## config.mk

```make
export PLATFORM = sky130hd
export DESIGN_NAME = mgc_shift_r_pipe
export DESIGN_NICKNAME = d
export VERILOG_FILES = /design/src/rtl/mgc_shift_r_pipe.sv
export SDC_FILE = /design/constraint.sdc
export NUM_CORES = 1
export LEC_CHECK = 0
export BUFFER_PORTS_ARGS = -buffer_cell sky130_fd_sc_hd__buf_2
export CAP_MARGIN = 10
export CORE_MARGIN = 4
export CORE_UTILIZATION = 35
export DETAILED_ROUTE_END_ITERATION = 8
export GPL_TIMING_DRIVEN = 0
export PLACE_DENSITY = 0.66
export SYNTH_ARGS = -nofsm -noshare
export SYNTH_HDL_FRONTEND = slang
export SYNTH_SLANG_ARGS = --single-unit
export TNS_END_PERCENT = 20
```

## constraint.sdc

```tcl
create_clock -name clk -period 1.65 [get_ports clk]
set_clock_uncertainty 0.1 [all_clocks]
set_input_delay 0.2475 -clock clk [delete_from_list [all_inputs] [get_ports clk]]
set_output_delay 0.2475 -clock clk [all_outputs]
set_load 0.01 [all_outputs]
```

## src/rtl/mgc_shift_r_pipe.sv

```systemverilog
// Pipelined logical/arithmetic right shifter with valid/ready handshake, one stage per shift bit.
// Optional macro MGC_SHIFT_R_STICKY_EN adds a sticky output (OR of all bits shifted out).
module mgc_shift_r_pipe #(
    parameter int width_a = 8,
    parameter int signd_a = 1,
    parameter int width_s = 3,
    parameter int width_z = 8
) (
    input  logic               clk,
    input  logic               arst_n,
    input  logic               in_vld,
    output logic               in_rdy,
    input  logic [width_a-1:0] a,
    input  logic [width_s-1:0] s,
    output logic               out_vld,
    input  logic               out_rdy,
    output logic [width_z-1:0] z,
    output logic               busy
`ifdef MGC_SHIFT_R_STICKY_EN
    ,
    output logic               sticky
`endif
);

    localparam int len  = (width_a > width_z) ? width_a : width_z;
    localparam int last = width_s - 1;
    localparam logic [len-1:0] hi_mask = {len{1'b1}} << width_a;

    logic [width_s-1:0] vld_r;
    logic [len-1:0]     data_r [width_s];
    logic [width_s-1:0] amt_r  [width_s];
    logic [width_s-1:0] fill_r;

    logic [width_s-1:0] rdy_s;
    logic               full_s;
    logic               fill_s;
    logic [len-1:0]     a_zx_s;
    logic [len-1:0]     ext_s;
    logic [width_s-1:0] src_vld_s;
    logic [len-1:0]     src_data_s [width_s];
    logic [width_s-1:0] src_amt_s  [width_s];
    logic [width_s-1:0] src_fill_s;

    // Shifting {fill, d} arithmetically replicates the fill bit, and saturates to all-fill for sh >= len.
    function automatic logic [len-1:0] shr_fill(input logic [len-1:0] d, input logic f, input int sh);
        logic signed [len:0] t;
        t = $signed({f, d});
        t = t >>> sh;
        return t[len-1:0];
    endfunction

`ifdef MGC_SHIFT_R_STICKY_EN
    logic [width_s-1:0] sticky_r;
    logic [width_s-1:0] src_sticky_s;

    function automatic logic lost_bits(input logic [len-1:0] d, input int sh);
        logic [len-1:0] keep;
        keep = {len{1'b1}} << sh;
        return |(d & ~keep);
    endfunction
`endif

    // Operand extension to len bits with the fill bit.
    always_comb begin
        a_zx_s = len'(a);
        if (signd_a != 0) begin
            fill_s = a[width_a-1];
        end else begin
            fill_s = 1'b0;
        end
        if (fill_s) begin
            ext_s = a_zx_s | hi_mask;
        end else begin
            ext_s = a_zx_s;
        end
    end

    // A stage can load when it is empty or every stage below it is able to move.
    always_comb begin
        rdy_s  = {width_s{1'b0}};
        full_s = 1'b0;
        for (int k = 0; k < width_s; k++) begin
            full_s = 1'b1;
            for (int j = k; j < width_s; j++) begin
                full_s = full_s & vld_r[j];
            end
            rdy_s[k] = out_rdy | ~full_s;
        end
    end

    // Source of each stage: the input port for stage 0, the previous register otherwise.
    always_comb begin
        src_vld_s     = {width_s{1'b0}};
        src_fill_s    = {width_s{1'b0}};
        src_vld_s[0]  = in_vld;
        src_data_s[0] = ext_s;
        src_amt_s[0]  = s;
        src_fill_s[0] = fill_s;
`ifdef MGC_SHIFT_R_STICKY_EN
        src_sticky_s    = {width_s{1'b0}};
        src_sticky_s[0] = 1'b0;
`endif
        for (int k = 1; k < width_s; k++) begin
            src_vld_s[k]  = vld_r[k-1];
            src_data_s[k] = data_r[k-1];
            src_amt_s[k]  = amt_r[k-1];
            src_fill_s[k] = fill_r[k-1];
`ifdef MGC_SHIFT_R_STICKY_EN
            src_sticky_s[k] = sticky_r[k-1];
`endif
        end
    end

    // Pipeline registers; data only loads with a valid token so stalled or drained outputs hold.
    always_ff @(posedge clk or negedge arst_n) begin
        if (!arst_n) begin
            vld_r  <= {width_s{1'b0}};
            fill_r <= {width_s{1'b0}};
            for (int k = 0; k < width_s; k++) begin
                data_r[k] <= {len{1'b0}};
                amt_r[k]  <= {width_s{1'b0}};
            end
`ifdef MGC_SHIFT_R_STICKY_EN
            sticky_r <= {width_s{1'b0}};
`endif
        end else begin
            for (int k = 0; k < width_s; k++) begin
                if (rdy_s[k]) begin
                    vld_r[k] <= src_vld_s[k];
                    if (src_vld_s[k]) begin
                        amt_r[k]  <= src_amt_s[k];
                        fill_r[k] <= src_fill_s[k];
                        if (src_amt_s[k][k]) begin
                            data_r[k] <= shr_fill(src_data_s[k], src_fill_s[k], 1 << k);
                        end else begin
                            data_r[k] <= src_data_s[k];
                        end
`ifdef MGC_SHIFT_R_STICKY_EN
                        sticky_r[k] <= src_sticky_s[k] |
                                       (src_amt_s[k][k] & lost_bits(src_data_s[k], 1 << k));
`endif
                    end
                end
            end
        end
    end

    assign in_rdy  = rdy_s[0];
    assign out_vld = vld_r[last];
    assign z       = data_r[last][width_z-1:0];
    assign busy    = |vld_r;
`ifdef MGC_SHIFT_R_STICKY_EN
    assign sticky  = sticky_r[last];
`endif

endmodule

```

==> summary.md <==
Before antenna repair, the detailed router went through 5 iterations. The type of element capturing the critical path was an output port. The proportion of power drawn by the clock network was 0.226; the die outline area was 0.00534 mm^2. For this block, the via count after detailed routing is 1043. The count of nets left with antenna violations once routing finished came out at 0. The sequential share of power is 0.467. The cell type of the slowest stage on the worst timing path is dfrtp_1. The largest net degree at the start of global routing is 32, and the deepest level of the CTS H-tree is 2.

The initial antenna violation count was 0. The worst stage delay on the critical path was 0.41 ns. Setup repair after global routing could not meet its margin everywhere. The peak supply drop was 0.000479 V; the antenna diode count was 0. The tools report the DRC violation count after routing as 0.

For the fmax, the log shows 618 MHz. Synthesis produced a netlist with a net count of 145. The run finished with clean final reports. The placed instances occupy a cell area of 0.00167 mm^2. The fraction of final layout cells sized beyond drive strength 1 works out to 0.348. The die width was 73.1 um; the number of slew-limit violations in the final report was 0.

The starting density of the core was 0.365; the power per unit of standard cell area was 1290 mW/mm^2. The first global-routing pass estimated 4.62 mm of wire. The overall routing resource usage came out at 0.112.

In this run, CTS created clock tree buffers numbering 5. The tools report the number of cell rows as 23. The combinational power share was 0.307.

The run gives 0.440 as the core utilization of the finished layout. From bottom edge to top edge, the die measures 73.1 um. The proportion of synthesized chip area in sequential cells was 0.523; the required time of the critical path was 1.30 ns. The cell family contributing the most delay on the critical path is flip-flops. The tools report the distinct cell type count of the synthesized netlist as 19.

Walking the worst path, the cells encountered are clkbuf_8 > or3_1 > buf_2. For this run, the post-layout net count is 180. The count of endpoints failing hold in the final timing report was 0. Dividing the detail-routed wire length by the instance count gives 12.3 um. The detail-routed via count per cell came out at 4.87. Setup violations remaining at the end of the flow were counted as 0. The routability congestion estimate from global placement is 0.729.

The synthesized design contains 31 register bits. The clock passes through at most 2 buffers. Summed over all nets, the half-perimeter wirelength after detailed placement is 1.95 mm. Type of origin of the critical path: a flip-flop. For the summed area of non-filler cells in the final layout, the log shows 0.00179 mm^2. Along the worst path, the maximum fanout reaches 4. In this run the static leakage power is 0.824 nW. By startpoint and endpoint, the worst setup path is classified as reg -> out. Max-cap violations in this run came to 0. In the synthesized netlist the dominant register cell turns out to be dfrtp_1. Global routing finished with a remaining overflow of 0.

The top-level port count came out at 26. The max-slew headroom at the worst pin is 0.551. The tree is rooted in a clkbuf_8. The tools report the clock latency at the later pin of the worst-skew pair as 0.27 ns. In this run, synthesis inferred 0 flip-flops with an integrated enable. The net switching share of the total power is 0.295, and the number of clock sinks seen by CTS is 31. The placeable core region is 0.00406 mm^2, and the layout overhead on the synthesized area is 20.5%. Summed over all nets, the switching power comes to 0.681 mW.

The worst-case reg-to-reg path depth came out at 4. The post-synthesis cell area came out at 0.00148 mm^2. Number of DRC markers in iteration 0: 29.

The final sum of negative setup slack is 0 ns. After clock tree synthesis, the clock-pin slew on the worst setup and hold paths is 0.06 ns. The cell depth of the worst min-delay path came out at 2. Together, buffers and inverters on the worst path number 2. The transition at the pin with the smallest max-transition slack is 0.673 ns. The share of the cycle needed by the critical path after routing came out at 0.981. The tightest min-delay check is of the in -> reg type.

The proportion of synthesized flip-flops having asynchronous set or reset came out at 1.00. Port buffer count: 24. The critical path data arrival time was 1.27 ns.

In the synthesized netlist, the number of instances is 130. The depth of the critical timing path with buffers and inverters included was 3; the worst hold slack after final layout was 0.105 ns. TritonCTS built the clock tree. A synthesized cell averages 11.4 um^2. The tools report the Yosys warning count as 0.

After layout, the minimum clock period comes to 1.62 ns. The number of global-route vias before repair is 1039. After detailed routing, the total wire length is 2.62 mm. The internal portion of the total power is 1.63 mW.
[flip-flops by register name (all words and copies together), names as in the netlist]
signal  flops
fill_r      1
z           8
amt_r       3
data_r     16
vld_r       3
[synthesized netlist by cell type (2+ instances only)]
cell type  number  area share
clkbuf_2        3       0.010
buf_2           2      0.0068
inv_1           2      0.0051
o21ai_0         2      0.0068
a21oi_1        26       0.088
nand2_1         2      0.0051
nand2b_1        4       0.017
clkbuf_1        3      0.0076
buf_6           2       0.015
mux2_2          8       0.061
mux2i_1        22        0.15
dfrtp_1        31        0.52
a31oi_1        10       0.042
buf_4           8       0.041
[final timing paths]
check,slack [ns],end,start
setup reg to reg,0.15,amt_r[8],vld_r[2]
min in group asynchronous,0.44,z[0],arst_n
max in group asynchronous,0.57,vld_r[1],arst_n
setup / recovery,0.03,busy,vld_r[1]
hold / removal,0.11,vld_r[0],in_vld
hold reg to reg,0.42,amt_r[8],amt_r[8]
[metrics by stage]
stage / cells / power [mW] / setup WS (ns)
2_1_floorplan: 130 / 1.59 / 0.334
3_3_place_gp: 204 / 1.77 / 0.192
3_5_place_dp: 204 / 1.80 / 0.171
4_1_cts: 212 / 2.34 / 0.00480
5_1_grt: 214 / 2.48 / -0.00520
6_report: 214 / 2.31 / 0.0316
[worst register-to-register path: stages, from the launching register on]
cell and delay [ns]:
dfrtp_1 0.40, nand4b_1 0.21, buf_4 0.20, nand2_2 0.13, mux2_2 0.35
[cell usage in the layout, fill, tap and decap left out, drive strengths merged]
cell and n:
mux2 8, nand3b 1, and2 1, or3 1, a31oi 10, dlygate4sd3 1
inv 2, dfrtp 31, nand2 3, o21ai 2, nand2b 4, mux2i 22
clkbuf 12, a21oi 26, nand4b 1, buf 39
[power groups by stage]
stage          clock network (mW)  logic (mW)  registers [mW]
2_1_floorplan                   0       0.529            1.06
3_3_place_gp                    0       0.688            1.08
3_5_place_dp                    0       0.702            1.10
4_1_cts                     0.544       0.715            1.08
5_1_grt                     0.571       0.802            1.11
6_report                    0.521       0.710            1.08
[layout make-up]
class / count / area (um^2)
fill: 412 / 2270
sequential: 31 / 776
multi-input combinational: 79 / 581
timing repair buffer: 28 / 153
buffer: 18 / 135
clock buffer: 6 / 72.6
tap: 50 / 62.6
inverter: 2 / 7.51
[cells by family (layout without fill, tap and decap cells)]
family,Yosys count,after routing,share of synthesized area
flip-flops,31,31,0.523
buffers and inverters,20,54,0.0852
multiplexers,30,30,0.209
AND/OR/NAND/NOR,11,11,0.0456
AO/OA/AOI/OAI,38,38,0.137
[layer usage]
metal	up-vias	GRT usage	part of all wire
met5	-	0	0
met4	0	0.0430	0.015
met3	4	0.0468	0.076
met2	31	0.182	0.47
met1	481	0.132	0.44
li1	527	-	-
[what timing repair did]
action,4_1_cts,5_1_grt
gates resized for setup,4,1
setup buffers,1,2
hold buffers,1,0
endpoints found under the hold margin,31,0
pin swaps,2,1
setup endpoints to repair,2,2
gates cloned,0,0
No activity file was read; power rests on OpenSTA's default activity.
